===== src/rtl/vga_rx.sv =====
// VGA capture: recovers pixel timing from sync inputs, acquires lock, emits active pixels with coordinates.
// Latency 2 clk from pins to pix_valid; free-running with no backpressure, so outputs are strobes.
module vga_rx #(
    parameter int PIXEL_BITS  = 4,
    parameter int CLK_DIV     = 2,
    parameter int H_COUNT_MAX = 800,
    parameter int V_COUNT_MAX = 525,
    parameter int H_SYNC      = 96,
    parameter int H_BACK      = 48,
    parameter int H_ACTIVE    = 640,
    parameter int V_SYNC      = 2,
    parameter int V_BACK      = 33,
    parameter int V_ACTIVE    = 480
) (
    input  logic                            clk,
    input  logic                            rst,
    input  logic [PIXEL_BITS-1:0]           vga_r,
    input  logic [PIXEL_BITS-1:0]           vga_g,
    input  logic [PIXEL_BITS-1:0]           vga_b,
    input  logic                            h_sync,
    input  logic                            v_sync,
    output logic [3*PIXEL_BITS-1:0]         pix_data,
    output logic [$clog2(H_COUNT_MAX)-1:0]  pix_x,
    output logic [$clog2(V_COUNT_MAX)-1:0]  pix_y,
    output logic                            pix_valid,
    output logic                            frame_start,
    output logic                            line_err,
    output logic                            frame_err,
    output logic                            locked
);
    localparam int H_START = H_SYNC + H_BACK;
    localparam int V_START = V_SYNC + V_BACK;
    localparam int HW = $clog2(H_COUNT_MAX + 1);
    localparam int VW = $clog2(V_COUNT_MAX + 1);
    localparam int XW = $clog2(H_COUNT_MAX);
    localparam int YW = $clog2(V_COUNT_MAX);
    localparam int DW = (CLK_DIV > 1) ? $clog2(CLK_DIV) : 1;

    localparam logic [DW-1:0] DIV_LAST  = DW'(CLK_DIV - 1);
    localparam logic [HW-1:0] H_MAX_C   = HW'(H_COUNT_MAX);
    localparam logic [HW-1:0] H_LAST_C  = HW'(H_COUNT_MAX - 1);
    localparam logic [HW-1:0] H_START_C = HW'(H_START);
    localparam logic [HW-1:0] H_END_C   = HW'(H_START + H_ACTIVE);
    localparam logic [VW-1:0] V_MAX_C   = VW'(V_COUNT_MAX);
    localparam logic [VW-1:0] V_LAST_C  = VW'(V_COUNT_MAX - 1);
    localparam logic [VW-1:0] V_START_C = VW'(V_START);
    localparam logic [VW-1:0] V_END_C   = VW'(V_START + V_ACTIVE);

    typedef enum logic [1:0] {SEARCH, SYNCING, LOCKED} state_t;

    state_t                  state_q;
    logic                    err_seen_q, locked_q;
    logic                    hs_q, vs_q, hs_prev_q, vs_prev_q;
    logic [PIXEL_BITS-1:0]   r_q, g_q, b_q;
    logic [DW-1:0]           div_q, div_d, div_eff;
    logic [HW-1:0]           h_cnt_q, h_cnt_d;
    logic [VW-1:0]           v_cnt_q, v_cnt_d;
    logic                    vs_pend_q, vs_pend_d;
    logic                    hs_fall, vs_fall, tick, v_clear, err_now, active;
    logic                    pix_valid_q, pix_valid_d, frame_start_q, frame_start_d;
    logic                    line_err_q, line_err_d, frame_err_q, frame_err_d;
    logic [XW-1:0]           pix_x_q, pix_x_d;
    logic [YW-1:0]           pix_y_q, pix_y_d;
    logic [3*PIXEL_BITS-1:0] pix_data_q, pix_data_d;

    always_comb begin
        hs_fall = hs_prev_q & ~hs_q;
        vs_fall = vs_prev_q & ~vs_q;
        // An hsync fall re-phases the divider so its own cycle is a tick.
        div_eff = hs_fall ? '0 : div_q;
        tick    = (div_eff == '0);
        div_d   = (div_eff == DIV_LAST) ? '0 : div_eff + DW'(1);

        h_cnt_d    = h_cnt_q;
        line_err_d = 1'b0;
        if (hs_fall) begin
            h_cnt_d    = '0;
            line_err_d = (h_cnt_q != H_LAST_C) && (h_cnt_q != H_MAX_C);
        end else if (tick && h_cnt_q == H_LAST_C) begin
            h_cnt_d    = H_MAX_C;
            line_err_d = 1'b1;
        end else if (tick && h_cnt_q != H_MAX_C) begin
            h_cnt_d = h_cnt_q + HW'(1);
        end

        vs_pend_d = vs_pend_q | vs_fall;
        v_cnt_d   = v_cnt_q;
        v_clear   = 1'b0;
        if (hs_fall) begin
            if (vs_pend_q || vs_fall) begin
                v_cnt_d   = '0;
                vs_pend_d = 1'b0;
                v_clear   = 1'b1;
            end else if (v_cnt_q != V_MAX_C) begin
                v_cnt_d = v_cnt_q + VW'(1);
            end
        end

        frame_err_d = v_clear && (state_q != SEARCH) && (v_cnt_q != V_LAST_C);
        err_now     = line_err_d | frame_err_d;

        // Coordinates of this tick are the post-update counter values.
        active = tick && (state_q == LOCKED)
              && (h_cnt_d >= H_START_C) && (h_cnt_d < H_END_C)
              && (v_cnt_d >= V_START_C) && (v_cnt_d < V_END_C);
        pix_valid_d   = active;
        pix_x_d       = active ? XW'(h_cnt_d - H_START_C) : pix_x_q;
        pix_y_d       = active ? YW'(v_cnt_d - V_START_C) : pix_y_q;
        pix_data_d    = active ? {r_q, g_q, b_q} : pix_data_q;
        frame_start_d = active && (h_cnt_d == H_START_C) && (v_cnt_d == V_START_C);
    end

    always_ff @(posedge clk or negedge rst) begin
        if (!rst) begin
            hs_q          <= 1'b1;
            vs_q          <= 1'b1;
            hs_prev_q     <= 1'b1;
            vs_prev_q     <= 1'b1;
            r_q           <= '0;
            g_q           <= '0;
            b_q           <= '0;
            div_q         <= '0;
            h_cnt_q       <= '0;
            v_cnt_q       <= '0;
            vs_pend_q     <= 1'b0;
            pix_valid_q   <= 1'b0;
            frame_start_q <= 1'b0;
            line_err_q    <= 1'b0;
            frame_err_q   <= 1'b0;
            pix_x_q       <= '0;
            pix_y_q       <= '0;
            pix_data_q    <= '0;
        end else begin
            hs_q          <= h_sync;
            vs_q          <= v_sync;
            hs_prev_q     <= hs_q;
            vs_prev_q     <= vs_q;
            r_q           <= vga_r;
            g_q           <= vga_g;
            b_q           <= vga_b;
            div_q         <= div_d;
            h_cnt_q       <= h_cnt_d;
            v_cnt_q       <= v_cnt_d;
            vs_pend_q     <= vs_pend_d;
            pix_valid_q   <= pix_valid_d;
            frame_start_q <= frame_start_d;
            line_err_q    <= line_err_d;
            frame_err_q   <= frame_err_d;
            pix_x_q       <= pix_x_d;
            pix_y_q       <= pix_y_d;
            pix_data_q    <= pix_data_d;
        end
    end

    always_ff @(posedge clk or negedge rst) begin
        if (!rst) begin
            state_q    <= SEARCH;
            err_seen_q <= 1'b0;
            locked_q   <= 1'b0;
        end else begin
            case (state_q)
                SEARCH: begin
                    if (v_clear) state_q <= SYNCING;
                    err_seen_q <= 1'b0;
                end
                SYNCING: begin
                    // A clean frame promotes to LOCKED; otherwise the frame check restarts.
                    if (v_clear && !(err_seen_q || err_now)) begin
                        state_q  <= LOCKED;
                        locked_q <= 1'b1;
                    end
                    err_seen_q <= v_clear ? 1'b0 : (err_seen_q | err_now);
                end
                LOCKED: begin
                    if (err_now) begin
                        state_q  <= SEARCH;
                        locked_q <= 1'b0;
                    end
                end
                default: begin
                    state_q  <= SEARCH;
                    locked_q <= 1'b0;
                end
            endcase
        end
    end

    assign pix_data    = pix_data_q;
    assign pix_x       = pix_x_q;
    assign pix_y       = pix_y_q;
    assign pix_valid   = pix_valid_q;
    assign frame_start = frame_start_q;
    assign line_err    = line_err_q;
    assign frame_err   = frame_err_q;
    assign locked      = locked_q;
endmodule

===== config.mk =====
export PLATFORM = sky130hd
export DESIGN_NAME = vga_rx
export DESIGN_NICKNAME = d
export VERILOG_FILES = /design/src/rtl/vga_rx.sv
export SDC_FILE = /design/constraint.sdc
export NUM_CORES = 1
export LEC_CHECK = 0
export ABC_AREA = 1
export CORE_ASPECT_RATIO = 1.75
export CORE_MARGIN = 10
export CORE_UTILIZATION = 45
export CTS_CLUSTER_SIZE = 20
export DETAILED_ROUTE_END_ITERATION = 10
export MAX_ROUTING_LAYER = met4
export PLACE_DENSITY = 0.67
export SYNTH_ARGS = -nofsm -noshare
export SYNTH_HDL_FRONTEND = slang
export SYNTH_SLANG_ARGS = --single-unit

===== constraint.sdc =====
create_clock -name clk -period 2.9 [get_ports clk]
set_clock_uncertainty 0.05 [all_clocks]
set_input_delay 0.435 -clock clk [delete_from_list [all_inputs] [get_ports clk]]
set_output_delay 0.435 -clock clk [all_outputs]
set_load 0.01 [all_outputs]

==> impl_results.md <==
* Status: complete, no violations
* Capturing element type of the critical path: flip-flop
* H-tree levels at 3
* Fin crit share at 92.7%
* Weighted congestion reported at the end of routability-driven placement at 0.872
* Total leakage power at 2.68 nW
* Switching power total at 0.823 mW
* Hold buffers post-CTS at 0
* Root cell of the clock tree: clkbuf_16
* Worst flop-to-flop path startpoint: hs_prev_q
* Share of synthesized area occupied by flip-flops and latches at 48.2%
* Slew headroom at 36.2%
* Post-synthesis register bit count at 78
* Final Hold Slack at 197 ps
* Fraction of final layout cells with drive strength greater than 1 at 12.3%
* Initial standard-cell utilization of the core at 46.5%
* Critical Setup Path Class: flip-flop to flip-flop
* Maximum Capacitance Violations at 0
* Clock tree from TritonCTS: done
* Layout Cell Area excl Fill at 0.00516 mm^2
* Top Ports at 53
* Initial drt markers at 145
* DP Wirelength at 7210 um
* Drt wl/cell at 13.8 um
* Worst-case setup slack after placement at 110 ps
* Leading area contributor after synthesis: dfrtp_1
* Relative area change from synthesis to final layout at 27.1%
* Routed via count divided by cell count at 4.94
* Total global routing track utilization at 15.4%
* DRC violations left at 0
* Worst voltage drop across the vdd grid at 402 uV
* Drt first pass iters at 4
* Arrival time at the worst endpoint at 2910 ps
* Die Span X at 91.8 um
* Placeable core region at 0.00873 mm^2
* Post-synthesis cell type count at 28
* Row count at 45
* Avg Inst Size Synth at 7.80 um^2
* Final design utilization at 59.1%
* Post-Layout Cell Count at 709
* Power per cell area at 585 mW/mm^2
* Largest net degree at the start of global routing at 79
* Total global routing overflow at 0
* Area of the die at 0.0134 mm^2
* Register-to-Register Setup Slack at 210 ps
* Seq pwr share at 40.4%
* Worst-Margin Slew at 957 ps
* CP startpoint: hs_prev_q
* Cell area after placement at 0.00479 mm^2
* Vertical die dimension at 146 um
* Port Buf Inserts at 52
* Clock-pin transition on the worst setup and hold timing paths at 60 ps
* Antenna Cells at 0
* Cell types with the largest area share after synthesis: dfrtp_1, nand2_1, nand3_1
* Required time of the critical path at 3120 ps
* Warnings, synthesis at 0
* Internal power at 2.20 mW
* End of the critical path: pix_y[0]
* Resized Gates After CTS at 0
* Cell Area, Synth at 0.00406 mm^2
* Highest clock frequency the design can meet at 372 MHz
* Vias after detailed routing at 3502
* Vias in the first global route at 3655
* Final worst slack at 210 ps
* Sink count of the clock tree at 78
* Number of nets produced by synthesis at 545
* Remaining antenna violation count at 0
* Global-route wire length before repair at 16600 um
* Endpoint of the worst register-to-register path: pix_y[0]
* Clock latency on the worst-skew pair at 340 ps
* Comb power frac at 17.5%
* Gate count after technology mapping at 521
* Peak fanout along the critical path at 16
* Number of placed instances, taps included at 693
* Tightest Hold Check Type: primary input to async pin
* Slew Limit Fails at 0
* Share of total power in the clock network at 42.0%
* Critical path launch point type: flip-flop
* Total CTS buffers at 9
* Min Clock Period, post-route at 2690 ps
* Cell count of the worst reg-to-reg path at 18
* Antenna violations before repair at 0
* Final-report hold violation count at 0
* Count of endpoints failing setup in the final report at 0
* Max Root-Sink Buffers at 2
* Area share of the largest cell type after synthesis at 45.6%
* Final Net Count at 612
* Switch share at 27.2%
* Post-CTS Setup Repair Bufs at 0
* Sum of routed wire length over all layers at 9770 um
==> cell usage after synthesis (all sizes together) <==
cell type and n:
dfrtp 74, ha 8, xnor2 4, xor2 7
nand3b 5, dfstp 4, inv 61, a21oi 7
o21bai 2, nor2 39, nor3 4, nand4 12
nand3 72, buf 13, o21ai 9, nand2 200
==> registers in the layout (all words and copies together), names as in the netlist, 2 cells and up <==
name and count:
b_q 4, r_q 4, state_q 2, v_cnt_q 10
pix_y 10, pix_x 10, h_cnt_q 10, g_q 4
pix_data 12
==> how the worst min path moves through the flow <==
| stage | startpoint | cells past startpoint | end |
|---|---|---|---|
| finish | rst | 1 | r_q[2] |
| detailed placement | vs_q | 0 | vs_prev_q |
| floorplan | rst | 0 | b_q[0] |
| global route | rst | 1 | r_q[2] |
| global placement | vs_q | 0 | vs_prev_q |
| CTS | rst | 1 | r_q[2] |
==> kinds of logic after synthesis <==
kind of cell               Yosys count  synth area share (%)
AOI/OAI and AO/OA                   18                  2.71
xor gates and xnor gates            11                  2.37
adders and majority gates            8                  2.46
buffers and inverters               74                  7.67
DFF                                 78                  48.2
and+or+nand+nor                    332                  36.6
==> power groups by stage <==
stage / clock network (mW) / registers, mW / logic (mW)
2_1_floorplan: 0 / 1.23 / 0.335
3_3_place_gp: 0 / 1.24 / 0.514
3_5_place_dp: 0 / 1.24 / 0.525
4_1_cts: 1.28 / 1.22 / 0.528
5_1_grt: 1.34 / 1.23 / 0.591
6_report: 1.27 / 1.22 / 0.530
==> per-stage QoR <==
step / TNS [ps] / total power [mW]
detailed placement: 0 / 1.77
finish: 0 / 3.02
CTS: 0 / 3.03
global placement: 0 / 1.75
global route: -3.34 / 3.16
floorplan: 0 / 1.56
==> final cells by class <==
class                           instances  area, um^2
Clock inverter                          6         111
Multi-Input combinational cell        369        1800
Sequential cell                        78        1960
Fill cell                             805        3570
Timing Repair Buffer                   69         688
Clock buffer                            9         225
Inverter                               61         229
Tap cell                              117         146
==> cells in the final DEF (no fill, tap or decap), drive strengths merged, types with 4 or more instances in the layout <==
master and count:
nand2 200, dfrtp 74, nand3 72, inv 61, clkdlybuf4s50 51, nor2 39, buf 17, nand4 12
clkbuf 10, o21ai 9, ha 8, xor2 7, a21oi 7, nand3b 5, nor3 4, xnor2 4
dfstp 4
==> layer usage <==
| metal | vias up | routed length, um | track usage (%) |
|---|---|---|---|
| li1 | 1770 | - | - |
| met1 | 1640 | 4050 | 16.7 |
| met2 | 72 | 5200 | 25.9 |
| met3 | 20 | 250 | 2.58 |
| met4 | 0 | 276 | 8.37 |
| met5 | - | 0 | - |
==> worst max-delay path, stage by stage (launching register included) <==
cell,delay (ps)
dfstp_2,510
inv_1,50
nor2_4,90
inv_2,60
buf_4,160
o21bai_1,190
nand2_1,70
nand2_1,50
nor2_2,160
ha_2,210
nor2_1,60
nand2_2,120
nand2_1,130
nand2_1,110
nand3_2,110
nor2_8,150
clkbuf_16,190
nand3_1,80
nand2_1,70
Note: power is estimated with default switching activity, not from simulation.
